File: config.mk
export PLATFORM = sky130hd
export DESIGN_NAME = vga_image_viewer
export DESIGN_NICKNAME = d
export VERILOG_FILES = /design/src/rtl/vga_image_viewer.sv
export SDC_FILE = /design/constraint.sdc
export NUM_CORES = 1
export LEC_CHECK = 0
export ABC_CLOCK_PERIOD_IN_PS = 3100
export BUFFER_PORTS_ARGS = -buffer_cell sky130_fd_sc_hd__buf_2
export CAP_MARGIN = 30
export CORE_MARGIN = 4
export CORE_UTILIZATION = 28
export CTS_BUF_LIST = sky130_fd_sc_hd__clkbuf_8 sky130_fd_sc_hd__clkbuf_16
export DETAILED_ROUTE_END_ITERATION = 6
export PLACE_DENSITY = 0.53
export SYNTH_ARGS = -nofsm -noshare
export SYNTH_HDL_FRONTEND = slang
export SYNTH_SLANG_ARGS = --single-unit
File: constraint.sdc
create_clock -name clk -period 3.1 [get_ports clk]
set_clock_uncertainty 0.1 [all_clocks]
set_input_delay 0.62 -clock clk [delete_from_list [all_inputs] [get_ports clk]]
set_output_delay 0.62 -clock clk [all_outputs]
set_load 0.005 [all_outputs]
File: src/rtl/vga_image_viewer.sv
// vga_image_viewer: image-window engine between vga_sync and a synchronous
// image ROM. Shows one of NUM_IMG images (IMG_W x IMG_H, upscaled by SCALE)
// centred on a 640x480 screen through a two-stage, sync-aligned pixel
// pipeline. A slideshow controller (MANUAL / AUTO) changes the displayed
// image only at a frame boundary, so a frame never mixes two images.
//
// Optional build macro: VGA_IMAGE_VIEWER_BORDER_EN
//   defined   -> the 2-pixel ring just outside the window is painted 12'hFFF
//   undefined -> the ring is black and no border logic exists
//
// Handshake: there is no valid/ready pair here. p_tick is a one-clk enable
// from vga_sync; every pixel-path register advances only when p_tick=1, and
// rom_data is consumed one p_tick after rom_addr (at least 2 clks later,
// so the ROM's 1-clk read latency is always covered).
module vga_image_viewer #(
  parameter int IMG_W          = 160,
  parameter int IMG_H          = 120,
  parameter int SCALE          = 2,
  parameter int NUM_IMG        = 4,
  parameter int ADDR_W         = 20,
  parameter int FRAMES_PER_IMG = 120,
  localparam int SEL_W         = (NUM_IMG > 1) ? $clog2(NUM_IMG) : 1
) (
  input  logic              clk,
  input  logic              reset,
  input  logic              p_tick,
  input  logic [9:0]        x,
  input  logic [9:0]        y,
  input  logic              video_on,
  input  logic              hsync_in,
  input  logic              vsync_in,
  input  logic [SEL_W-1:0]  sel,
  input  logic              auto_en,
  input  logic              next,
  output logic [ADDR_W-1:0] rom_addr,
  input  logic [11:0]       rom_data,
  output logic              hsync,
  output logic              vsync,
  output logic [11:0]       rgb,
  output logic [SEL_W-1:0]  img_idx
);

  // Window geometry, all compile-time constants.
  localparam int WIN_W   = IMG_W * SCALE;
  localparam int WIN_H   = IMG_H * SCALE;
  localparam int X0      = (640 - WIN_W) / 2;
  localparam int X1      = X0 + WIN_W;
  localparam int Y0      = (480 - WIN_H) / 2;
  localparam int Y1      = Y0 + WIN_H;
  // Column counters restart on the pixel just left of the window; a
  // full-width window has no such pixel, so restart at the end of the line.
  localparam int CLR_X   = (X0 > 0) ? X0 - 1 : 799;
  localparam int IMG_PIX = IMG_W * IMG_H;
  localparam int SUB_W   = (SCALE > 1) ? $clog2(SCALE) : 1;
  localparam int CNT_W   = (FRAMES_PER_IMG > 1) ? $clog2(FRAMES_PER_IMG) : 1;

  typedef enum logic {
    MANUAL = 1'b0,
    AUTO   = 1'b1
  } mode_t;

  mode_t              state;
  mode_t              state_n;
  logic [SEL_W-1:0]   idx_n;
  logic [SEL_W-1:0]   sel_clamp;
  logic [CNT_W-1:0]   frame_cnt;
  logic [CNT_W-1:0]   cnt_n;
  logic               next_pend;
  logic               pend_clr;

  logic               in_win;
  logic               frame_start;
  logic               last_win_px;

  logic [SUB_W-1:0]   sub_x;
  logic [ADDR_W-1:0]  col;
  logic [SUB_W-1:0]   sub_y;
  logic [ADDR_W-1:0]  row_base;
  logic [ADDR_W-1:0]  img_base_n;

  logic               in_win_d1;
  logic               video_on_d1;
  logic               hsync_d1;
  logic               vsync_d1;

  // Window membership, frame boundary and end-of-window-line decode.
  always_comb begin
    in_win      = (x >= 10'(X0)) && (x < 10'(X1)) &&
                  (y >= 10'(Y0)) && (y < 10'(Y1));
    frame_start = p_tick && (x == 10'd0) && (y == 10'd480);
    last_win_px = in_win && (x == 10'(X1 - 1));
  end

  // Clamp the manual selector to the last stored image.
  always_comb begin
    if ({1'b0, sel} >= (SEL_W + 1)'(NUM_IMG)) begin
      sel_clamp = SEL_W'(NUM_IMG - 1);
    end else begin
      sel_clamp = sel;
    end
  end

  // Slideshow next-state logic; only a frame boundary can change anything.
  always_comb begin
    state_n  = state;
    idx_n    = img_idx;
    cnt_n    = frame_cnt;
    pend_clr = 1'b0;
    if (frame_start) begin
      case (state)
        MANUAL: begin
          pend_clr = 1'b1;
          if (auto_en) begin
            state_n = AUTO;
            cnt_n   = '0;
          end else begin
            idx_n = sel_clamp;
          end
        end
        AUTO: begin
          if (!auto_en) begin
            state_n = MANUAL;
            idx_n   = sel_clamp;
          end else if ((frame_cnt == CNT_W'(FRAMES_PER_IMG - 1)) || next_pend) begin
            idx_n    = (img_idx == SEL_W'(NUM_IMG - 1)) ? '0 : img_idx + SEL_W'(1);
            cnt_n    = '0;
            pend_clr = 1'b1;
          end else begin
            cnt_n = frame_cnt + CNT_W'(1);
          end
        end
        default: begin
          state_n = MANUAL;
        end
      endcase
    end
  end

  // Slideshow state register: mode, displayed image and frame counter.
  always_ff @(posedge clk) begin
    if (reset) begin
      state     <= MANUAL;
      img_idx   <= '0;
      frame_cnt <= '0;
    end else begin
      state     <= state_n;
      img_idx   <= idx_n;
      frame_cnt <= cnt_n;
    end
  end

  // Pending 'next' request; a new pulse wins over a same-clk clear so a
  // pulse coinciding with a frame boundary is honoured at the following one.
  always_ff @(posedge clk) begin
    if (reset) begin
      next_pend <= 1'b0;
    end else if (next) begin
      next_pend <= 1'b1;
    end else if (pend_clr) begin
      next_pend <= 1'b0;
    end
  end

  // Base address of the image about to be shown (constant multiplier,
  // only consumed at a frame boundary).
  always_comb begin
    img_base_n = ADDR_W'(idx_n) * ADDR_W'(IMG_PIX);
  end

  // Column counter: SCALE screen pixels per source column.
  always_ff @(posedge clk) begin
    if (reset) begin
      sub_x <= '0;
      col   <= '0;
    end else if (p_tick) begin
      if (x == 10'(CLR_X)) begin
        sub_x <= '0;
        col   <= '0;
      end else if (in_win) begin
        if (sub_x == SUB_W'(SCALE - 1)) begin
          sub_x <= '0;
          col   <= col + ADDR_W'(1);
        end else begin
          sub_x <= sub_x + SUB_W'(1);
        end
      end
    end
  end

  // Row counter: SCALE window lines per source row, row_base steps by IMG_W.
  always_ff @(posedge clk) begin
    if (reset) begin
      sub_y    <= '0;
      row_base <= '0;
    end else if (p_tick) begin
      if (frame_start) begin
        sub_y    <= '0;
        row_base <= img_base_n;
      end else if (last_win_px) begin
        if (sub_y == SUB_W'(SCALE - 1)) begin
          sub_y    <= '0;
          row_base <= row_base + ADDR_W'(IMG_W);
        end else begin
          sub_y <= sub_y + SUB_W'(1);
        end
      end
    end
  end

  // Stage 1: issue the ROM address and delay the qualifiers and syncs.
  always_ff @(posedge clk) begin
    if (reset) begin
      rom_addr    <= '0;
      in_win_d1   <= 1'b0;
      video_on_d1 <= 1'b0;
      hsync_d1    <= 1'b0;
      vsync_d1    <= 1'b0;
    end else if (p_tick) begin
      rom_addr    <= in_win ? (row_base + col) : '0;
      in_win_d1   <= in_win;
      video_on_d1 <= video_on;
      hsync_d1    <= hsync_in;
      vsync_d1    <= vsync_in;
    end
  end

`ifdef VGA_IMAGE_VIEWER_BORDER_EN
  logic ring;
  logic ring_d1;

  // Ring = 2-pixel band around the window, excluding the window itself.
  always_comb begin
    ring = ({1'b0, x} + 11'd2 >= 11'(X0)) && ({1'b0, x} < 11'(X1 + 2)) &&
           ({1'b0, y} + 11'd2 >= 11'(Y0)) && ({1'b0, y} < 11'(Y1 + 2)) &&
           !in_win;
  end

  // Delay the ring flag alongside the other stage-1 qualifiers.
  always_ff @(posedge clk) begin
    if (reset) begin
      ring_d1 <= 1'b0;
    end else if (p_tick) begin
      ring_d1 <= ring;
    end
  end

  // Stage 2: window shows ROM data, ring shows white, everything else black.
  always_ff @(posedge clk) begin
    if (reset) begin
      rgb   <= '0;
      hsync <= 1'b0;
      vsync <= 1'b0;
    end else if (p_tick) begin
      if (video_on_d1 && in_win_d1) begin
        rgb <= rom_data;
      end else if (video_on_d1 && ring_d1) begin
        rgb <= 12'hFFF;
      end else begin
        rgb <= '0;
      end
      hsync <= hsync_d1;
      vsync <= vsync_d1;
    end
  end
`else
  // Stage 2: window shows ROM data, everything else black.
  always_ff @(posedge clk) begin
    if (reset) begin
      rgb   <= '0;
      hsync <= 1'b0;
      vsync <= 1'b0;
    end else if (p_tick) begin
      rgb   <= (video_on_d1 && in_win_d1) ? rom_data : '0;
      hsync <= hsync_d1;
      vsync <= vsync_d1;
    end
  end
`endif

endmodule

# After elaboration in Yosys (flattened, before gate mapping)
# Index checks and enable logic that the tools add are counted.
# totals
register_bits	91
latchBits	0
ramBits	0
mem_bits_ro	0
in_bits	42
output_inout_bits	36
wordCells	86
n_memories	0
# op_classes
add_sub_neg	7
mul	1
n_div	0
magnitude_cmp	4
n_eq_ne	7
shifts	0
muxes	31
bitwise	1
reduce_logical	19
# ops
op	count
20-bit two-way mux	7
7-bit two-way mux	3
20-bit by 1-bit adder with 20-bit output, second input constant	1
20-bit adder	1
20-bit by 8-bit adder with 20-bit output, second input constant	1
10-bit by 9-bit equality test with 1-bit output, second input constant	2
10-bit by 9-bit less-than comparator with 1-bit output, second input constant	2
7-bit one-hot mux with 2 select lines	1
1-bit two-way mux	12
12-bit two-way mux	1
10-bit by 8-bit equality test with 1-bit output, second input constant	1
10-bit by 7-bit greater-or-equal comparator with 1-bit output, second input constant	1
10-bit by 8-bit greater-or-equal comparator with 1-bit output, second input constant	1
10-bit logical NOT	1
2-bit two-way mux	5
2-bit nonzero test	5
2-bit by 7-bit multiplier with 9-bit output, second input constant	1
3-bit AND reduction	3
7-bit by 1-bit adder with 7-bit output, second input constant	1
7-bit equality test, second input constant	1
1-bit logical AND	7
2-bit != test, second input constant	2
2-bit one-hot mux with 2 select lines	1
2-bit AND reduction	2
other kinds (6)	7

# Depth between registers and ports, before layout
# Gate-level depths: netlist of run 1.
# logic_depth
ltp_word	8
depth_mapped	10
depth_no_buf	10

# Worst setup path after synthesis of run 1
# Ideal clock, no wire load.
# synth_timing
path_type	input-to-reg
start	in y[9]
end	reg row_base[9]
setup_time_ns	0.086
t_arrival_ns	2.542
required_time_ns	2.914
setup_slack_ns	0.372
cell_stages	9
n_path_buf	1
path_cell_list	nor4b_1 -> nand4_1 -> or2_2 -> clkbuf_1 -> a221oi_1 -> inv_1 -> ha_1 -> nor2_1 -> a211oi_1
# synth_via
word_cells_on_any_way	13
classes_between	1 x mul; 2 x order compare; 1 x eq/ne; 2 x mux; 7 x reduce/logical
# synth_rtl
element	line	text
start, declared	28	input logic [9:0] y,
10-bit by 9-bit equality test with 1-bit output	90	frame_start = p_tick && (x == 10'd0) && (y == 10'd480);
1-bit logical AND	90	
2-bit two-way mux	109	if (frame_start) begin
net idx_n[1]	64	logic [SEL_W-1:0] idx_n;
2-bit by 7-bit multiplier with 9-bit output	167	img_base_n = ADDR_W'(idx_n) * ADDR_W'(IMG_PIX);
20-bit two-way mux	196	if (frame_start) begin
end signal, assigned	198	row_base <= img_base_n;
end signal, assigned	202	row_base <= row_base + ADDR_W'(IMG_W);
end, declared	78	logic [ADDR_W-1:0] row_base;
# The timed path passes the listed nets, and every way through them passes these cells.
# A chain may end at the register's enable or synchronous reset.

# Final worst setup path of run 1
# layout_timing
start	reg row_base[7]
end	reg rom_addr[19]
# layout_via
elab_chain_len	2
# layout_rtl
element	line	text
20-bit adder	219	rom_addr <= in_win ? (row_base + col) : '0;
20-bit two-way mux	219	
end signal, assigned	219	
end, declared	35	output logic [ADDR_W-1:0] rom_addr,
# No other way between the ends.

==> results of run 1 <==
registers in the layout (all words and copies together) (netlist names), 2 cells and up:
signal,cells
frame_cnt,7
img_idx,2
row_base,15
rom_addr,20
rgb,12
col,20
report_power, final:
part	internal [W]	leakage, nW	switching [W]
registers	0.00111	0.693	0.00000283
logic	0.0000373	1.32	0.0000593
clock network	0.000537	0.134	0.000454
per-stage QoR:
stage          hold slack [ns]  std cells  setup WS (ns)
6_report                 0.377        794          0.222
5_1_grt                  0.378        794         0.0899
4_1_cts                  0.366        794          0.210
3_5_place_dp             0.363        778          0.176
3_3_place_gp             0.364        778          0.282
2_1_floorplan            0.352        501          0.372
final cells by class:
type	instances	area share, %
repair buffers	87	8.76
clock buffers	9	4.29
multi-input cells	383	47.5
well taps	211	5.03
flip-flops and latches	86	32.8
inverters	11	0.834
clock inverters	7	0.786
cells in the final DEF (no fill, tap or decap), types with 4 or more instances in the layout:
cell type,Yosys,layout
nor3_1,6,6
and3_1,9,9
xnor2_1,18,18
and4_1,7,7
o21a_1,4,4
mux2i_1,6,6
a21o_1,6,6
ha_1,21,21
or3_1,14,14
clkbuf_16,0,9
dfxtp_1,86,86
o21ai_0,25,25
a22o_1,8,8
a22oi_1,23,23
xor2_1,18,18
a21oi_1,36,36
buf_4,1,10
a211oi_1,7,7
and2_1,4,4
nand2_1,28,28
nand4_1,13,13
or2_2,4,4
nor2_1,73,73
o31ai_1,5,5
inv_1,10,12
nand3_1,9,9
buf_2,3,77
per-layer routing:
layer | wire length (um) | global-route usage (%)
met5 | 0 | 0
met4 | 163 | 3.58
met1 | 5500 | 16.5
met2 | 5090 | 20.1
met3 | 740 | 4.83
final timing paths:
check	to	slack [ns]	cells after the start
worst max-delay path	rom_addr[19]$_SDFFE_PP0P_	0.22	7
worst min-delay path	rom_addr[19]$_SDFFE_PP0P_	0.38	1
worst max register to register	rom_addr[19]$_SDFFE_PP0P_	0.22	7
worst min register to register	rom_addr[19]$_SDFFE_PP0P_	0.38	1
logic make-up after synthesis:
logic type                 after synthesis  share of synthesized area (%)
xor gates and xnor gates                36                           7.22
adders and majority gates               21                           6.02
muxes                                    6                           1.38
buffers and inverters                   32                           3.33
and+or+nand+nor                        185                           21.6
AOI/OAI and AO/OA                      135                           21.0
DFF                                     86                           39.4
Yosys cell counts (4+ instances only):
master | instances | share of area, %
dfxtp_1 | 86 | 39
nor2_1 | 73 | 6.3
a21oi_1 | 36 | 4.1
nand2_1 | 28 | 2.4
o21ai_0 | 25 | 2.9
a22oi_1 | 23 | 4.0
ha_1 | 21 | 6.0
xnor2_1 | 18 | 3.6
xor2_1 | 18 | 3.6
or3_1 | 14 | 2.0
clkbuf_1 | 13 | 1.1
nand4_1 | 13 | 1.9
inv_1 | 10 | 0.86
and3_1 | 9 | 1.3
nand3_1 | 9 | 1.0
a22o_1 | 8 | 1.6
a211oi_1 | 7 | 1.2
and4_1 | 7 | 1.4
a21o_1 | 6 | 1.0
mux2i_1 | 6 | 1.4
nor3_1 | 6 | 0.69
o31ai_1 | 5 | 0.86
and2_1 | 4 | 0.57
o21a_1 | 4 | 0.69
or2_2 | 4 | 0.57
==> flow_summary.ini, run 1 <==
[run_status]
outcome = completed

[timing]
worst-slew-pin-transition_ns = 0.955
setup_viol_count_final = 0
totalNegativeSetupSlack_ns = 0
final_max_slew_viol_count = 0
max_clock_freq_ghz = 0.347
rsz_0062_raised_after_global_routing = false
finalWorstPathRequiredPeriod_ns = 2.88
fin_crit_sh_pct = 92.9
max-slew-margin-rel_pct = 35.6
finalHoldViolations = 0

[critical_path]
cp_cell_sequence = ha_1, o21ai_0, o21a_1, o311ai_0, a221oi_1, xnor2_1, a22o_1
cp_top_family = compound AO/OA/AOI/OAI gates
highest_delay_cell_along_the_critical_path = o311ai_0
critical_path.n_buffers_inverters = 0
worstSetupStartpoint = row_base[7]$_SDFFE_PP0P_
slowest_delay_ns = 0.84
maximum_fanout_encountered_on_the_critical_timing_path = 6
critical_path_arrival_ns = 3.02
cp-end-kind = register
cp_data_required_time_ns = 3.24
timing.critical_path.from_type = register
timing.rr.start = row_base[7]$_SDFFE_PP0P_
setup.worst_path.class = reg2reg

[cells_and_area]
seq_area_sq_um = 1720
design_area_sq_um = 5250
design.final.nets = 641
fill_cells = 1604
multi_input_comb_area_sq_um = 2500
post-route-util_pct = 34.4
post_route_cells_drive_above_1_share_pct = 19.0
total_inserted_antenna_cells = 0
area_growth_syn_to_layout_pct = 20.4

[synthesis]
ys_ff_latch = 86
mappedNetlistNets = 564
yosysSeqAreaShare_pct = 39.4
synth-edff-count = 0
syn-mean-instance-area_sq_um = 8.71
syn-cell-area_sq_um = 4360
yosys.cell_types.count = 56
synthesis.instances = 501
synthFlopType = dfxtp_1
synth-warning-count = 0
ys_async_sr_fraction_pct = 0

[global_route]
grt-ovfl-total = 0
grt_first_pass_wirelength_um = 18600
grt_antenna_before_repair = 0
first_global_vias = 3853
global_route.usage.total_pct = 12.8
grt_start_max_net_pins = 37

[detailed_routing]
dr.pass1.iters = 4
initialDrtViolationCount = 187
avgRoutedWirePerCell_um = 14.5
drc_errors = 0
dr_total_vias = 3918
drt_wl_total_um = 11500
final_antenna_net_count = 0
viasPerCell = 4.93

[clock_network]
clkLatencyLatePin_ns = 0.35
tritoncts.num_buffers = 9
tritoncts_num_sinks = 86
cts.repair.resized = 0
tritoncts = yes
clkTransAtPathRegs_ns = 0.07
post-cts-setup-buffers = 0
cts_max_path_buffers = 2
htree_depth = 3
cts_hold_buf = 0
cts_root_buf = clkbuf_16

[floorplanning]
die_y_um = 133
die_w_um = 133
placeable_area_sq_um = 15300
floorplan.initialDensity_pct = 28.6
io-pin-count = 78
std_cell_rows = 45
fp.dieArea_sq_um = 17600

[worst_hold_path]
holdCritStartpoint = rom_addr[19]$_SDFFE_PP0P_
min-delay-path-class = reg2reg

[placed_design]
dp_hpwl_um = 8600
place.port_buffers = 77
placed_area_sq_um = 4990
weighted_congestion_at_the_end_of_routability_driven_global_placement = 0.816

[pwr]
leakagePower_nw = 2.15
vdd.ir_drop.worst_mv = 0.259
cellPowerDensity_nw_per_um2 = 419
p_total_w = 0.00220

[job]
max_cap_violations = 0
Power figures use the tool's default switching activity.
==> inputs of run 2 (changes only) <==
ABC_AREA = 1   (was not set)
ABC_CLOCK_PERIOD_IN_PS = 2960   (was 3100)
PLACE_DENSITY = 0.52   (was 0.53)
RECOVER_POWER = 100   (was not set)
clock period = 2.96 ns   (was 3.1 ns; I/O delays follow)
==> run 2 against run 1 <==
Compared with the run above: synthesized cell count increased by 68%; flip-flop and latch count stayed put; via count rose by 37%; combinational power increased by 54%; highest routed layer unchanged; synthesized area up 24%; sequential share of layout area is 5.4 points lower; cell area increased by 20%; register-to-register slack better by 0.45 ns.
==> flow_summary.ini, run 2 <==
[clock_network]
tritoncts = yes
clkLatencyLatePin_ns = 0.35
cts_root_buf = clkbuf_16
htree_depth = 3
tritoncts.num_buffers = 9
clkTransAtPathRegs_ns = 0.07
tritoncts_num_sinks = 86
post-cts-setup-buffers = 0
cts.repair.resized = 0
cts_max_path_buffers = 2
cts_hold_buf = 0

[worst_hold_path]
min-delay-path-class = reg2reg

[timing]
finalHoldViolations = 0
setup_viol_count_final = 0
fin_crit_sh_pct = 84.3
totalNegativeSetupSlack_ns = 0
max-slew-margin-rel_pct = 47.0
finalWorstPathRequiredPeriod_ns = 2.50
worst-slew-pin-transition_ns = 0.794
max_clock_freq_ghz = 0.401
rsz_0062_raised_after_global_routing = false
timing.final.ws_setup_ns = 0.464
final_max_slew_viol_count = 0

[cells_and_area]
total_inserted_antenna_cells = 0
layout.cells.non_filler = 1179
post-route-util_pct = 33.3
final_common_cell = nand2_1
design.final.nets = 977
post_route_cells_drive_above_1_share_pct = 11.4
layout.cells.most_common_list = nand2_1 (224), nor2_1 (111), inv_1 (89)
area_growth_syn_to_layout_pct = 15.8
reg.largest.list = col (20), rom_addr (20), row_base (15)

[critical_path]
critical_path_arrival_ns = 2.64
setup.worst_path.class = in2reg
cp-end-kind = register
cp_cell_sequence = clkbuf_1, nand3b_1, o21ai_0, nand3_2, nand2_1, clkbuf_2, nand2_1, o21ai_0, nor2_1
cell_count_of_the_worst_reg_to_reg_path = 15
critPathCapture = col[3]$_SDFFE_PP0P_
timing.rr.start = frame_cnt[0]$_SDFFE_PP0P_
timing.critical_path.from_type = primary input
cp_top_family = simple AND/OR/NAND/NOR gates
cp_data_required_time_ns = 3.11
critical_path.reg2reg.endpoint = row_base[9]$_SDFFE_PP0P_
highest_delay_cell_along_the_critical_path = o21ai_0
critical_path.n_buffers_inverters = 2
worstSetupStartpoint = y[7]
worst-r2r-setup-slack_ns = 0.67
timing.critical_path.depth = 9
maximum_fanout_encountered_on_the_critical_timing_path = 14
slowest_delay_ns = 0.53

[synthesis]
synthFlopType = dfxtp_1
synthMostInstantiatedCell = nand2_1
synth_area_leaders = dfxtp_1 (32%), nand2_1 (15%), nor2_1 (7.7%)
yosys-mux-area-fraction_pct = 0
synthesis.instances = 841
yosys.area.top_type = dfxtp_1
synth-warning-count = 0
synthSimpleGateAreaFrac_pct = 40.3
synth-compound-area-share_pct = 11.9
yosys.area_share.xor_xnor_pct = 2.26
netlist_top_cells_count = nand2_1 (222), nor2_1 (111), inv_1 (89), dfxtp_1 (86), nand3_1 (73)
syn-cell-area_sq_um = 5430
dominant_combinational_cell_family_by_area_after_synthesis = simple AND/OR/NAND/NOR gates
mappedNetlistNets = 904
yosysSeqAreaShare_pct = 31.7
synth_largest_type_area_fraction_pct = 31.7
post_synth_fa_ha_maj_area_fraction_pct = 4.84
synth-edff-count = 0
ys_async_sr_fraction_pct = 0
ys_ff_latch = 86
yosys.cell_types.count = 42
syn-mean-instance-area_sq_um = 6.46

[floorplanning]
io-pin-count = 78
die_y_um = 147
fp.dieArea_sq_um = 21700
die_w_um = 147
floorplan.initialDensity_pct = 28.7
std_cell_rows = 50
placeable_area_sq_um = 18900

[placed_design]
weighted_congestion_at_the_end_of_routability_driven_global_placement = 0.855
dp.cells = 1163
dpl_worst_slack_ns = 0.294
dp_hpwl_um = 11200
place.port_buffers = 77

[detailed_routing]
top_signal_layer_used = met4
avgRoutedWirePerCell_um = 12.4
met3RoutedLength_um = 631
drc_errors = 0
dr.pass1.iters = 5
final_antenna_net_count = 0
initialDrtViolationCount = 254
wl_met1_um = 7560
drt_wl_total_um = 14600
dr_total_vias = 5381
wl_met2_um = 6260
viasPerCell = 4.56

[global_route]
grt_first_pass_wirelength_um = 24700
first_global_vias = 5005
grt-ovfl-total = 0
grt_start_max_net_pins = 50
grt_antenna_before_repair = 0
global_route.usage.total_pct = 13.7

[pwr]
leakagePower_nw = 2.86
vdd.ir_drop.worst_mv = 0.264
cellPowerDensity_nw_per_um2 = 385
p_total_w = 0.00242

[run_status]
outcome = completed

[job]
max_cap_violations = 0
## run 2: per-stage QoR
step	cell area, sq um	hold slack (ns)
2_1_floorplan	5430	0.330
3_3_place_gp	6080	0.341
3_5_place_dp	6080	0.342
4_1_cts	6360	0.355
5_1_grt	6290	0.385
6_report	6290	0.356
## run 2: worst min path at each step
stage | cells after the start | slack [ns] | endpoint | from
floorplan | 2 | 0.33 | frame_cnt[6]$_SDFFE_PP0P_ | frame_cnt[6]$_SDFFE_PP0P_
global placement | 2 | 0.34 | frame_cnt[6]$_SDFFE_PP0P_ | frame_cnt[6]$_SDFFE_PP0P_
detailed placement | 2 | 0.34 | frame_cnt[6]$_SDFFE_PP0P_ | frame_cnt[6]$_SDFFE_PP0P_
CTS | 2 | 0.36 | frame_cnt[6]$_SDFFE_PP0P_ | frame_cnt[6]$_SDFFE_PP0P_
global route | 2 | 0.39 | frame_cnt[6]$_SDFFE_PP0P_ | frame_cnt[6]$_SDFFE_PP0P_
finish | 2 | 0.36 | frame_cnt[6]$_SDFFE_PP0P_ | frame_cnt[6]$_SDFFE_PP0P_
## run 2: where the power goes
part	internal [W]	switching (W)	leakage, nW
registers	0.00117	0.0000118	0.696
clock network	0.000579	0.000509	0.141
logic	0.0000520	0.0000969	2.02
## run 2: tightest hold or removal path: stages (launching register included)
cell and delay [ns]:
dfxtp_1 0.31, inv_1 0.04, a21oi_1 0.05
## run 2: routing by layer
metal / vias up / track usage (%)
met1: 2387 / 19.2
met3: 11 / 3.33
met2: 90 / 21.1
li1: 2893 / -
met5: - / 0
met4: 0 / 3.96
## run 2: area by class of cell
class	count	area, sq um
Multi-Input combinational cell	636	3190
Sequential cell	86	1720
Clock buffer	9	225
Fill cell	2161	12600
Clock inverter	7	53.8
Timing Repair Buffer	87	414
Tap cell	260	325
Inverter	94	355
## run 2: kinds of logic after synthesis
family,count (synthesis)
buf+inv,119
compound gates,113
fa+ha+maj,21
xor+xnor,14
flops,86
simple gates,488
